File: src/rtl/pds_pkg.sv
// Shared types and widths for the PSE port power scheduler.
package pds_pkg;

   localparam int unsigned PWR_W  = 12;
   localparam int unsigned PRIO_W = 2;

   typedef enum logic [1:0] {IDLE, STAGGER, SHED} pds_sched_state_e;

   typedef logic [PRIO_W-1:0] prio_t;

endpackage

File: src/rtl/pds_prio_pick.sv
// Combinational priority selector: one-hot of the best (lowest index on tie) or,
// with lowest=1, the worst (highest index on tie) member of mask.
module pds_prio_pick
   import pds_pkg::*;
#(
   parameter int unsigned NUM_PORTS = 4
) (
   input  logic [NUM_PORTS-1:0]        mask,
   input  logic [PRIO_W*NUM_PORTS-1:0] prio,
   input  logic                        lowest,
   output logic [NUM_PORTS-1:0]        pick_c
);

   prio_t sel_p;
   prio_t cur_p;
   logic  found;

   // Strict compare keeps the earlier index for best; <= lets a later index win for worst.
   always_comb begin
      pick_c = '0;
      sel_p  = '0;
      cur_p  = '0;
      found  = 1'b0;
      for (int i = 0; i < int'(NUM_PORTS); i++) begin
         cur_p = prio[PRIO_W*i +: PRIO_W];
         if (mask[i] && (!found || (lowest ? (cur_p <= sel_p) : (cur_p > sel_p)))) begin
            pick_c    = '0;
            pick_c[i] = 1'b1;
            sel_p     = cur_p;
            found     = 1'b1;
         end
      end
   end

endmodule

File: src/rtl/pds_port_scheduler.sv
// PSE port power scheduler: staggered admission and budget shedding.
// Define PDS_PREEMPT_EN to let a higher-priority waiting port displace a lower one.
module pds_port_scheduler
   import pds_pkg::*;
#(
   parameter int unsigned NUM_PORTS      = 4,
   parameter int unsigned PORT_PWR       = 15,
   parameter int unsigned STAGGER_CYCLES = 8
) (
   input  logic                        clk,
   input  logic                        rst,
   input  logic [NUM_PORTS-1:0]        det,
   input  logic [NUM_PORTS-1:0]        off,
   input  logic [PRIO_W*NUM_PORTS-1:0] prio,
   input  logic [7:0]                  pwr_bdj,
   input  logic                        ports_off,
   output logic [NUM_PORTS-1:0]        on,
   output logic [PWR_W-1:0]            pwr_used,
   output logic                        shed_evt
);

   localparam int unsigned      CNT_W      = $clog2(STAGGER_CYCLES + 1);
   localparam logic [PWR_W-1:0] PORT_PWR_W = PWR_W'(PORT_PWR);

   pds_sched_state_e     state;
   logic [CNT_W-1:0]     cnt;
   logic [NUM_PORTS-1:0] elig;
   logic [NUM_PORTS-1:0] on_kept;
   logic [NUM_PORTS-1:0] cand;
   logic [NUM_PORTS-1:0] adm_pick;
   logic [NUM_PORTS-1:0] shed_pick;
   logic [PWR_W-1:0]     used_k;
   logic [PWR_W-1:0]     bdj;
   logic                 over;
   logic                 fits;
   logic                 shed_last;
   logic                 preempt;

   function automatic logic [PWR_W-1:0] pwr_of(input logic [NUM_PORTS-1:0] v);
      logic [PWR_W-1:0] n;
      n = '0;
      for (int i = 0; i < int'(NUM_PORTS); i++) n = n + PWR_W'(v[i]);
      return n * PORT_PWR_W;
   endfunction

   // Ports losing eligibility are dropped before any budget decision is made.
   assign elig      = det & ~off & {NUM_PORTS{~ports_off}};
   assign on_kept   = on & elig;
   assign cand      = elig & ~on;
   assign used_k    = pwr_of(on_kept);
   assign pwr_used  = pwr_of(on);
   assign bdj       = PWR_W'(pwr_bdj);
   assign over      = used_k > bdj;
   assign fits      = (used_k + PORT_PWR_W) <= bdj;
   assign shed_last = (used_k - PORT_PWR_W) <= bdj;

   pds_prio_pick #(.NUM_PORTS(NUM_PORTS)) u_adm_pick (
      .mask   (cand),
      .prio   (prio),
      .lowest (1'b0),
      .pick_c (adm_pick)
   );

   pds_prio_pick #(.NUM_PORTS(NUM_PORTS)) u_shed_pick (
      .mask   (on_kept),
      .prio   (prio),
      .lowest (1'b1),
      .pick_c (shed_pick)
   );

`ifdef PDS_PREEMPT_EN
   prio_t adm_p;
   prio_t shed_p;

   always_comb begin
      adm_p  = '0;
      shed_p = '0;
      for (int i = 0; i < int'(NUM_PORTS); i++) begin
         if (adm_pick[i])  adm_p  = prio[PRIO_W*i +: PRIO_W];
         if (shed_pick[i]) shed_p = prio[PRIO_W*i +: PRIO_W];
      end
   end

   // Removing one port always frees room for one, so only the priority test remains.
   assign preempt = (|adm_pick) && !fits && (|shed_pick) && (shed_p < adm_p);
`else
   assign preempt = 1'b0;
`endif

   always_ff @(posedge clk) begin
      if (rst) begin
         state    <= IDLE;
         cnt      <= '0;
         on       <= '0;
         shed_evt <= 1'b0;
      end else begin
         shed_evt <= 1'b0;
         on       <= on_kept;
         if (ports_off) begin
            state <= IDLE;
            cnt   <= '0;
         end else begin
            case (state)
               IDLE: begin
                  if (over) begin
                     state <= SHED;
                  end else if ((|adm_pick) && fits) begin
                     on    <= on_kept | adm_pick;
                     cnt   <= CNT_W'(STAGGER_CYCLES - 1);
                     state <= STAGGER;
                  end else if (preempt) begin
                     on       <= (on_kept & ~shed_pick) | adm_pick;
                     shed_evt <= 1'b1;
                     cnt      <= CNT_W'(STAGGER_CYCLES - 1);
                     state    <= STAGGER;
                  end
               end
               STAGGER: begin
                  if (over) begin
                     state <= SHED;
                     cnt   <= '0;
                  end else if (cnt == '0) begin
                     state <= IDLE;
                  end else begin
                     cnt <= cnt - CNT_W'(1);
                  end
               end
               SHED: begin
                  if (|on_kept) begin
                     on       <= on_kept & ~shed_pick;
                     shed_evt <= 1'b1;
                     if (shed_last) state <= IDLE;
                  end else begin
                     state <= IDLE;
                  end
               end
               default: state <= IDLE;
            endcase
         end
      end
   end

endmodule
File: config.mk
export PLATFORM = sky130hd
export DESIGN_NAME = pds_port_scheduler
export DESIGN_NICKNAME = d
export VERILOG_FILES = /design/src/rtl/pds_pkg.sv /design/src/rtl/pds_prio_pick.sv /design/src/rtl/pds_port_scheduler.sv
export SDC_FILE = /design/constraint.sdc
export NUM_CORES = 1
export LEC_CHECK = 0
export ABC_CLOCK_PERIOD_IN_PS = 7580
export BUFFER_PORTS_ARGS = -buffer_cell sky130_fd_sc_hd__buf_2
export CORE_MARGIN = 5
export CORE_UTILIZATION = 58
export CTS_CLUSTER_DIAMETER = 150
export DETAILED_ROUTE_END_ITERATION = 10
export PLACE_DENSITY = 0.78
export RECOVER_POWER = 100
export SYNTH_ARGS = -nofsm -noshare
export SYNTH_HDL_FRONTEND = slang
export SYNTH_SLANG_ARGS = --single-unit
File: constraint.sdc
create_clock -name clk -period 7.58 [get_ports clk]
set_input_delay 1.137 -clock clk [delete_from_list [all_inputs] [get_ports clk]]
set_output_delay 1.137 -clock clk [all_outputs]
set_load 0.01 [all_outputs]
==> results.yml <==
global_routing:
  gr-total-overflow: 0
  grt_usage: 0.2090
  grt_pass1_wl_mm: 9.570
  first_global_vias: 2295
  antenna_found_initial: 0
  grt_max_degree: 12
placement:
  dp_slack_ns: 0.9208
  dp_hpwl_mm: 4.786
  dp_cells: 399
  place.port_buffers: 39
  gp_congestion: 0.8718
sta:
  worst_pin_slew_ns: 0.5395
  min_period_ns: 6.588
  setup_viol: 0
  fin_skew_ns: 0.002412
  finalCritPeriodShare: 0.8691
  max_freq_mhz: 151.8
  relSlewSlack: 0.6404
  fin_ws_ns: 0.9920
  hold_viol_final: 0
  tns_ns: 0
  drv_slew: 0
  rsz0062_at_grt: "false"
critical_path:
  end_kind: "flop"
  crit_arrival_ns: 6.74
  crit_path_max_fanout: 10
  crit_type: "primary input to flop"
  cp.required_ns: 7.74
  reg2reg_depth: 22
  cp-start-kind: "primary input"
cts:
  htree_levels: 1
  root_buffer: "clkbuf_8"
  cts_inserted_buffers: 3
  clock_path_buffers: 2
  clock_latency_ns: 0.23
  cts_sinks: 11
  cts_hold_buf: 0
  postCtsSetupBuffers: 0
  ctsResizeCount: 0
  cts_tree: "done"
  clkTransAtPathRegs_ns: 0.05
pwr:
  p_per_area_nw_per_um2: 66.35
  p_clk_frac: 0.317
  combinationalPowerShare: 0.344
  ir_worst_vdd_mv: 0.06534
  internal_power_uw: 123.6
  switching_share: 0.3233
  pwr-share-seq: 0.338
  power.leakage_nw: 1.490
  switchingPower_uw: 59.06
floorplan:
  die-area_sq_um: 5738
  die_w_um: 75.75
  io-pin-count: 44
  row_count: 24
  start_util: 0.5880
  die_y_um: 75.75
  core_sq_um: 4264
drt:
  wirelength_mm: 5.471
  routedWlPerCell_um: 13.58
  dr.pass1.iters: 5
  vias: 2299
  drc: 0
  drt-initial-drc-count: 96
  ant_nets: 0
  vias_per_cell: 5.705
cells_and_area:
  final_nets: 447
  area_delta_synth_final_pct: 9.830
  fin_cells: 403
  antenna_cells: 0
  layout-drive-gt1-share: 0.1168
  nFillCells: 388
logic_synthesis:
  synthCells: 312
  yosysWarnings: 0
  synth_edf_count: 0
  yosys.area.top_type: "ha_1"
  ys_ff_latch: 11
  yosysSeqAreaShare: 0.08782
  synth_async_sr_flop_share: 0
  synthTopCellsByCount: "ha_1 (62), inv_1 (40), a21oi_1 (22)"
  yosysMostFrequentCell: "ha_1"
  synth_area_sq_um: 2507
  yosys.area.top_type_share: 0.3094
  synth_cell_type_count: 54
  ys.flop_type: "dfxtp_1"
  yosys-top-cells-area: "ha_1 (31%), dfxtp_1 (8.8%), inv_1 (6.0%), fa_1 (4.8%), a21oi_1 (4.4%)"
  syn_area_per_cell_sq_um: 8.037
min_path:
  hp-class: "flop to flop"
  hold_depth: 2
flow_run:
  drv_cap: 0
run_status:
  outcome: "finished clean"
==> cell families after synthesis <==
group / count (synthesis) / synth area share
compound gates: 77 / 0.2161
other cells: 1 / 0.001496
mux: 4 / 0.01796
fa+ha+maj: 68 / 0.3573
xor+xnor: 11 / 0.03842
buf+inv: 47 / 0.07934
flops: 11 / 0.08782
simple gates: 93 / 0.2016
==> critical path, stage by stage <==
cell	delay (ns)
clkbuf_1	0.19
and4bb_1	0.40
inv_1	0.11
fa_1	0.54
inv_1	0.04
ha_1	0.23
ha_1	0.43
fa_1	0.46
ha_1	0.38
ha_1	0.30
a21o_1	0.17
a21oi_1	0.22
nor2b_1	0.07
nor2_1	0.09
nor2_1	0.08
a41o_1	0.21
ha_1	0.29
nand4_1	0.11
o21ai_0	0.19
o21ai_0	0.19
a2111oi_4	0.50
o21ai_0	0.22
o31ai_2	0.19
==> placed cells by master, fill, tap and decap left out, types with 10 or more instances in the layout <==
cell type  instances
a21o_1            10
inv_1             40
dfxtp_1           11
buf_2             25
clkbuf_1          15
ha_1              62
nor2_1            20
o21ai_0           13
nand2_1           21
a21oi_1           22
==> path summary, 6_finish.rpt <==
kind	startpoint	to	slack, ns
setup / recovery	ports_off	cnt[0]$_SDFFE_PP0P_	0.99
setup reg to reg	on[0]$_SDFF_PP0_	cnt[0]$_SDFFE_PP0P_	1.72
hold reg to reg	cnt[2]$_SDFFE_PP0P_	cnt[2]$_SDFFE_PP0P_	0.50
hold / removal	cnt[2]$_SDFFE_PP0P_	cnt[2]$_SDFFE_PP0P_	0.50
==> stage by stage <==
stage	utilization	power, mW	hold WS, ns	instance area [sq um]
finish	0.6458	0.1827	0.4968	2754
CTS	0.6508	0.1851	0.4995	2775
global route	0.6458	0.1961	0.5380	2754
detailed placement	0.6403	0.1266	0.4920	2730
global placement	0.6403	0.1248	0.4907	2730
floorplan	-	0.1089	0.4713	2519
==> final cells by class <==
class	instances	area, sq um	area share
well taps	52	65.06	0.02363
inverters	40	150.1	0.05452
repair buffers	39	177.7	0.06452
clock buffers	4	45.04	0.01636
multi-input cells	257	2096	0.7610
flip-flops and latches	11	220.2	0.07996
==> power groups by stage <==
stage	Clock, mW	Combinational (mW)	Sequential (mW)
after detailed placement	0	0.0637	0.0629
after global routing	0.0617	0.0723	0.0621
after CTS	0.0593	0.0639	0.0618
final	0.0580	0.0629	0.0618
after global placement	0	0.0618	0.0629
after floorplan	0	0.0463	0.0626
==> routing by layer <==
metal  up-vias  part of all wire  track usage  wire length, um
met5         -                 0            0                0
met4         0            0.0088      0.03883               48
met3         8             0.045      0.01583              248
met2        58              0.50       0.3897             2723
met1      1053              0.45       0.2617             2449
li1       1180                 -            -                -
==> state kept, by name, indices dropped and copies added (netlist names) <==
name / flops
state: 2
on: 4
shed_evt: 1
cnt: 4
Note: power is estimated with default switching activity, not from simulation.
